**config.mk**
```make
export PLATFORM = sky130hd
export DESIGN_NAME = accel_program_loader
export DESIGN_NICKNAME = d
export VERILOG_FILES = /design/src/rtl/accel_program_loader.sv
export SDC_FILE = /design/constraint.sdc
export NUM_CORES = 1
export LEC_CHECK = 0
export ABC_AREA = 1
export CORE_ASPECT_RATIO = 0.8
export CORE_MARGIN = 1.5
export CORE_UTILIZATION = 42
export CTS_BUF_LIST = sky130_fd_sc_hd__clkbuf_4 sky130_fd_sc_hd__clkbuf_8
export CTS_CLUSTER_SIZE = 28
export DETAILED_ROUTE_END_ITERATION = 10
export HOLD_SLACK_MARGIN = 0.02
export PLACE_DENSITY = 0.66
export SYNTH_ARGS = -nofsm -noshare
export SYNTH_HDL_FRONTEND = slang
export SYNTH_SLANG_ARGS = --single-unit
```
**constraint.sdc**
```tcl
create_clock -name clk -period 1.85 [get_ports clk]
set_input_delay 0.4625 -clock clk [delete_from_list [all_inputs] [get_ports clk]]
set_output_delay 0.4625 -clock clk [all_outputs]
set_load 0.01 [all_outputs]
```
**src/rtl/accel_program_loader.sv**
```systemverilog
// accel_program_loader: turns a framed host byte stream into instruction-store
// and data-memory write strobes, and launches the accelerator.
// Frame: header {cmd[7:6], x, base[4:0]}, length N, then N words LSB-first.
// Optional: define LOADER_CHECKSUM_EN for a trailing XOR checksum byte per
// LOAD frame, reported through csum_err / csum_err_sticky.
module accel_program_loader #(
  parameter int NUM_SIZE         = 16,
  parameter int NUM_INSTRUCTIONS = 16,
  parameter int WORDS_IN_MEMORY  = 32,
  parameter int INSTR_WIDTH      = 32
) (
  input  logic                                clk,
  input  logic                                rst,
  input  logic                                s_valid,
  output logic                                s_ready,
  input  logic [7:0]                          s_data,
  output logic                                instr_we,
  output logic [$clog2(NUM_INSTRUCTIONS)-1:0] instr_addr,
  output logic [INSTR_WIDTH-1:0]              instr_wdata,
  output logic                                mem_we,
  output logic [$clog2(WORDS_IN_MEMORY)-1:0]  mem_addr,
  output logic [NUM_SIZE-1:0]                 mem_wdata,
  output logic                                start,
  input  logic                                accel_halted,
  output logic                                busy
`ifdef LOADER_CHECKSUM_EN
  , output logic                              csum_err,
  output logic                                csum_err_sticky
`endif
);

  localparam int IAW  = $clog2(NUM_INSTRUCTIONS);
  localparam int DAW  = $clog2(WORDS_IN_MEMORY);
  localparam int IB   = INSTR_WIDTH / 8;
  localparam int DB   = NUM_SIZE / 8;
  localparam int MAXB = (IB > DB) ? IB : DB;
  localparam int SW   = MAXB * 8;
  localparam int BW   = (MAXB > 1) ? $clog2(MAXB) : 1;
  localparam logic [BW-1:0]  ILAST = BW'(IB - 1);
  localparam logic [BW-1:0]  DLAST = BW'(DB - 1);
  localparam logic [IAW-1:0] ITOP  = IAW'(NUM_INSTRUCTIONS - 1);
  localparam logic [DAW-1:0] DTOP  = DAW'(WORDS_IN_MEMORY - 1);

`ifdef LOADER_CHECKSUM_EN
  typedef enum logic [2:0] {IDLE, LEN, PAYLOAD, START, RUN, CHK} state_t;
`else
  typedef enum logic [2:0] {IDLE, LEN, PAYLOAD, START, RUN} state_t;
`endif

  state_t             state_q;
  logic               s_ready_q, busy_q, start_q;
  logic               instr_we_q, mem_we_q, is_instr_q;
  logic [IAW-1:0]     instr_addr_q;
  logic [DAW-1:0]     mem_addr_q;
  logic [INSTR_WIDTH-1:0] instr_wdata_q;
  logic [NUM_SIZE-1:0]    mem_wdata_q;
  logic [BW-1:0]      bcnt_q;
  logic [7:0]         n_q, wcnt_q;
  logic [SW-1:0]      sh_q, word_d;
  logic               accept, last_byte;
`ifdef LOADER_CHECKSUM_EN
  logic [7:0]         csum_q;
  logic               csum_err_q, csum_err_sticky_q;
`endif

  assign accept    = s_valid & s_ready_q;
  assign last_byte = (bcnt_q == (is_instr_q ? ILAST : DLAST));

  // Word as it will look once the byte on s_data is merged in.
  always_comb begin
    word_d = sh_q;
    word_d[bcnt_q*8 +: 8] = s_data;
  end

  // Frame decoder FSM; all outputs registered.
  always_ff @(posedge clk) begin
    if (rst) begin
      state_q       <= IDLE;
      s_ready_q     <= 1'b1;
      busy_q        <= 1'b0;
      start_q       <= 1'b0;
      instr_we_q    <= 1'b0;
      mem_we_q      <= 1'b0;
      is_instr_q    <= 1'b0;
      instr_addr_q  <= '0;
      mem_addr_q    <= '0;
      instr_wdata_q <= '0;
      mem_wdata_q   <= '0;
      bcnt_q        <= '0;
      n_q           <= '0;
      wcnt_q        <= '0;
      sh_q          <= '0;
`ifdef LOADER_CHECKSUM_EN
      csum_q            <= '0;
      csum_err_q        <= 1'b0;
      csum_err_sticky_q <= 1'b0;
`endif
    end else begin
      instr_we_q <= 1'b0;
      mem_we_q   <= 1'b0;
      start_q    <= 1'b0;
`ifdef LOADER_CHECKSUM_EN
      csum_err_q <= 1'b0;
`endif
      // Address advances in the write cycle; a header latched in the same
      // cycle overrides it (assigned later below).
      if (instr_we_q) instr_addr_q <= (instr_addr_q == ITOP) ? '0 : instr_addr_q + 1'b1;
      if (mem_we_q)   mem_addr_q   <= (mem_addr_q == DTOP) ? '0 : mem_addr_q + 1'b1;

      case (state_q)
        IDLE: if (accept) begin
          case (s_data[7:6])
            2'b00, 2'b01: begin
              is_instr_q <= ~s_data[6];
              if (s_data[6]) mem_addr_q   <= DAW'(s_data[4:0]);
              else           instr_addr_q <= IAW'(s_data[4:0]);
              state_q <= LEN;
              busy_q  <= 1'b1;
`ifdef LOADER_CHECKSUM_EN
              csum_q  <= s_data;
`endif
            end
            2'b10: begin
              state_q   <= START;
              s_ready_q <= 1'b0;
              busy_q    <= 1'b1;
              start_q   <= 1'b1;
            end
            default: ;  // reserved command byte is dropped
          endcase
        end
        LEN: if (accept) begin
          n_q    <= s_data;
          wcnt_q <= '0;
          bcnt_q <= '0;
`ifdef LOADER_CHECKSUM_EN
          csum_q <= csum_q ^ s_data;
          state_q <= (s_data == 8'd0) ? CHK : PAYLOAD;
`else
          if (s_data == 8'd0) begin
            state_q <= IDLE;
            busy_q  <= 1'b0;
          end else begin
            state_q <= PAYLOAD;
          end
`endif
        end
        PAYLOAD: if (accept) begin
          sh_q <= word_d;
`ifdef LOADER_CHECKSUM_EN
          csum_q <= csum_q ^ s_data;
`endif
          if (last_byte) begin
            bcnt_q <= '0;
            wcnt_q <= wcnt_q + 8'd1;
            if (is_instr_q) begin
              instr_we_q    <= 1'b1;
              instr_wdata_q <= word_d[INSTR_WIDTH-1:0];
            end else begin
              mem_we_q    <= 1'b1;
              mem_wdata_q <= word_d[NUM_SIZE-1:0];
            end
            if (wcnt_q == n_q - 8'd1) begin
`ifdef LOADER_CHECKSUM_EN
              state_q <= CHK;
`else
              state_q <= IDLE;
              busy_q  <= 1'b0;
`endif
            end
          end else begin
            bcnt_q <= bcnt_q + 1'b1;
          end
        end
        START: state_q <= RUN;
        RUN: if (accel_halted) begin
          state_q   <= IDLE;
          s_ready_q <= 1'b1;
          busy_q    <= 1'b0;
        end
`ifdef LOADER_CHECKSUM_EN
        CHK: if (accept) begin
          if (s_data != csum_q) begin
            csum_err_q        <= 1'b1;
            csum_err_sticky_q <= 1'b1;
          end
          state_q <= IDLE;
          busy_q  <= 1'b0;
        end
`endif
        default: begin
          state_q   <= IDLE;
          s_ready_q <= 1'b1;
          busy_q    <= 1'b0;
        end
      endcase
    end
  end

  assign s_ready     = s_ready_q;
  assign busy        = busy_q;
  assign start       = start_q;
  assign instr_we    = instr_we_q;
  assign instr_addr  = instr_addr_q;
  assign instr_wdata = instr_wdata_q;
  assign mem_we      = mem_we_q;
  assign mem_addr    = mem_addr_q;
  assign mem_wdata   = mem_wdata_q;
`ifdef LOADER_CHECKSUM_EN
  assign csum_err        = csum_err_q;
  assign csum_err_sticky = csum_err_sticky_q;
`endif

endmodule

```
==> run_results.csv <==
group,metric,value,unit
routing,wire_per_inst,13.7,µm
timing,finalCritPeriodShare,97.9,%
setup_path,cp_max_fo,2,
setup_path,crit_slowest_cell,"clkdlybuf4s50_1",
logic_synthesis,synth_top_cell_area_share,43.0,%
logic_synthesis,ys_seq_elements,116,
timing,fmax,0.552,GHz
cts,tritoncts,"done",
timing,setup_tns,0,ns
logic_synthesis,yosys_most_used_dff,"dfxtp_1",
global_route,grt_pass1_vias,4986,
logic_synthesis,async_flop_share,0,%
cts,cts.sinks,116,
power,power.density,1130,nW/µm²
layout,drive_gt1_share,16.0,%
floorplanning,rows,36,
setup_path,arrival,1.35,ns
timing,tightest_slew,0.517,ns
setup_path,rrSetupSlack,0.13,ns
routing,vias,5249,
logic_synthesis,yosysMostFrequentCell,"dfxtp_1",
cts,root_buffer,"clkbuf_8",
setup_path,crit_chain,"clkdlybuf4s50_1",
timing,finalWorstSetupSlack,0.0397,ns
setup_path,critPathTopFamily,"buffers and inverters",
logic_synthesis,yosys-top-cells-count,"dfxtp_1 (116), inv_1 (113), nand2_1 (112)",
power,vdd_drop_max,0.000577,V
power,p_clk_share,36.5,%
timing,hold_violations,0,
logic_synthesis,synth_cells,743,
logic_synthesis,yosys_warnings,0,
logic_synthesis,synth_edf_count,0,
timing,setup_viol,0,
timing,fin_crit,1.81,ns
layout,area_growth_syn_to_layout,35.3,%
status,status,"completed",
logic_synthesis,postSynthNetCount,765,
cts,clk_latency,0.44,ns
timing,rsz0062_at_grt,"yes",
routing,ant_nets,0,
floorplanning,io_pins,74,
power,p_leak,0.00317,µW
global_route,overflow,0,
power,seqPwrFrac,34.9,%
setup_path,critPathKind,"flop to output port",
routing,drt_first_pass_iters,6,
cts,ctsHtreeMaxLevel,4,
global_route,antenna_found_initial,0,
setup_path,required,1.39,ns
place,port_buffers,73,
power,power_frac_comb,28.6,%
timing,whs,0.446,ns
logic_synthesis,synth_cell_type_count,41,
floorplanning,die_h,104,µm
power,p_sw_share,32.3,%
power,power.switching,2680,µW
routing,drt_iter0_drc,419,
place,dp_slack,-0.295,ns
logic_synthesis,yosys.area.top_type,"dfxtp_1",
layout,nets,886,
timing,drv_slew,0,
floorplanning,fp.dieArea,13600,µm²
setup_path,path_buf_inv,1,
layout,diodes,0,
global_route,grt_max_degree,84,
layout,fillers,1132,
routing,vias_per_cell,5.01,
min_path,min_path_type,"flop to flop",
place,place_hpwl,10200,µm
cts,cts_buffers,17,
routing,drc,0,
setup_path,worst_setup_path_start_kind,"flop",
global_route,grt_pass1_wl,24100,µm
power,intPower,5610,µW
logic_synthesis,yosysSeqAreaShare,43.0,%
cts,clk_pin_slew,0.07,ns
timing,slew_headroom,65.4,%
floorplanning,start_util,43.8,%
timing,clock_skew,0.0125,ns
routing,drt-total-wl,14400,µm
setup_path,cp-end-kind,"output port",
cts,cts_hold_buffers,0,
floorplanning,core,12300,µm²
logic_synthesis,avgSynthCellArea,7.27,µm²
logic_synthesis,synth_area_leaders,"dfxtp_1 (43%), a21oi_1 (9.8%), inv_1 (7.8%)",
run,max_cap_viol_count,0,
place,gp_congestion,0.886,
logic_synthesis,syn_area,5410,µm²
floorplanning,fp.dieW,130,µm
setup_path,slowest_delay,0.55,ns
cts,clock_path_buffers,2,
global_route,grt_usage,22.3,%
-- state kept, by name, indices dropped and copies added, names as in the netlist --
name         count
is_instr_q       1
instr_we         1
mem_we           1
state_q          3
sh_q            32
start            1
wcnt_q           8
n_q              8
s_ready          1
bcnt_q           2
mem_addr         5
instr_addr       4
instr_wdata     32
busy             1
mem_wdata       16
-- power groups by stage --
stage	combinational [µW]	clock (µW)	sequential (µW)
floorplan	1480	0	2930
global placement	2170	0	2920
detailed placement	2210	0	2940
CTS	2230	3070	2880
global route	2660	3190	2920
finish	2370	3020	2890
-- through the flow --
| stage | power [µW] | cells | utilization, % | cell area (µm²) |
|---|---|---|---|---|
| after floorplan | 4400 | 743 | - | 5410 |
| after global placement | 5090 | 1016 | 54.4 | 6710 |
| after detailed placement | 5140 | 1016 | 54.4 | 6710 |
| after CTS | 8180 | 1048 | 58.6 | 7230 |
| after global routing | 8770 | 1048 | 59.3 | 7310 |
| final | 8280 | 1048 | 59.3 | 7310 |
-- cell usage in the layout (no fill, tap or decap), types with 2 or more instances in the layout --
cell | Yosys | layout
dlymetal6s2s_1 | 0 | 6
nand2_2 | 3 | 5
nor3_4 | 1 | 2
a21boi_0 | 9 | 6
dfxtp_2 | 0 | 6
nor3_1 | 7 | 5
inv_2 | 3 | 9
clkbuf_8 | 0 | 19
xnor2_1 | 3 | 3
nand4_1 | 3 | 3
a21boi_1 | 0 | 3
clkinv_4 | 0 | 2
nand3_1 | 43 | 41
ha_1 | 10 | 8
nor2_1 | 36 | 31
nand3b_1 | 2 | 2
inv_1 | 113 | 107
xor2_1 | 3 | 3
a21oi_1 | 106 | 105
clkinv_1 | 2 | 2
nor3_2 | 3 | 4
nand3_2 | 2 | 4
clkinv_2 | 0 | 3
o21a_1 | 16 | 16
a211oi_1 | 2 | 2
nand2_1 | 112 | 110
buf_12 | 0 | 4
bufinv_16 | 0 | 7
buf_4 | 0 | 59
a22oi_1 | 8 | 8
ha_4 | 0 | 2
nor2_2 | 2 | 7
o21ai_1 | 18 | 18
dfxtp_1 | 116 | 110
dlygate4sd2_1 | 0 | 7
clkdlybuf4s50_1 | 0 | 60
o21ai_0 | 74 | 74
-- layer usage --
layer  global-route usage (%)  wire, µm  vias to the layer above
met4                     7.54       217                        0
met1                     29.9      6920                     2418
li1                         -         -                     2687
met2                     34.2      6510                      127
met3                     6.12       707                       17
met5                        0         0                        -
-- what timing repair did --
item,4_1_cts,5_1_grt
resized for setup,13,31
pin swaps,0,8
cloned,0,0
setup endpoints to repair,16,61
buffers inserted,0,0
-- final timing paths --
path	start	endpoint	cells after the start
setup / recovery	instr_wdata[29]	instr_wdata[29]	1
hold / removal	instr_wdata[17]	instr_wdata[17]	2
setup reg to reg	n_q[1]	busy	16
hold reg to reg	instr_wdata[17]	instr_wdata[17]	2
-- logic make-up after synthesis --
logic type | share of synthesized area [%]
AOI/OAI and AO/OA | 24.1
and+or+nand+nor | 18.1
buffers and inverters | 11.1
DFF | 43.0
adders and majority gates | 2.31
xor gates and xnor gates | 0.972
muxes | 0.394
-- final cells by class --
type,count,area [µm²],area share (%)
multi-input combinational,475,2550,34.9
tap,171,214,2.93
sequential,116,2330,31.9
timing repair buffer,136,1260,17.2
clock inverter,13,251,3.44
inverter,118,443,6.06
clock buffer,19,262,3.58
Note: power is estimated with default switching activity, not from simulation.
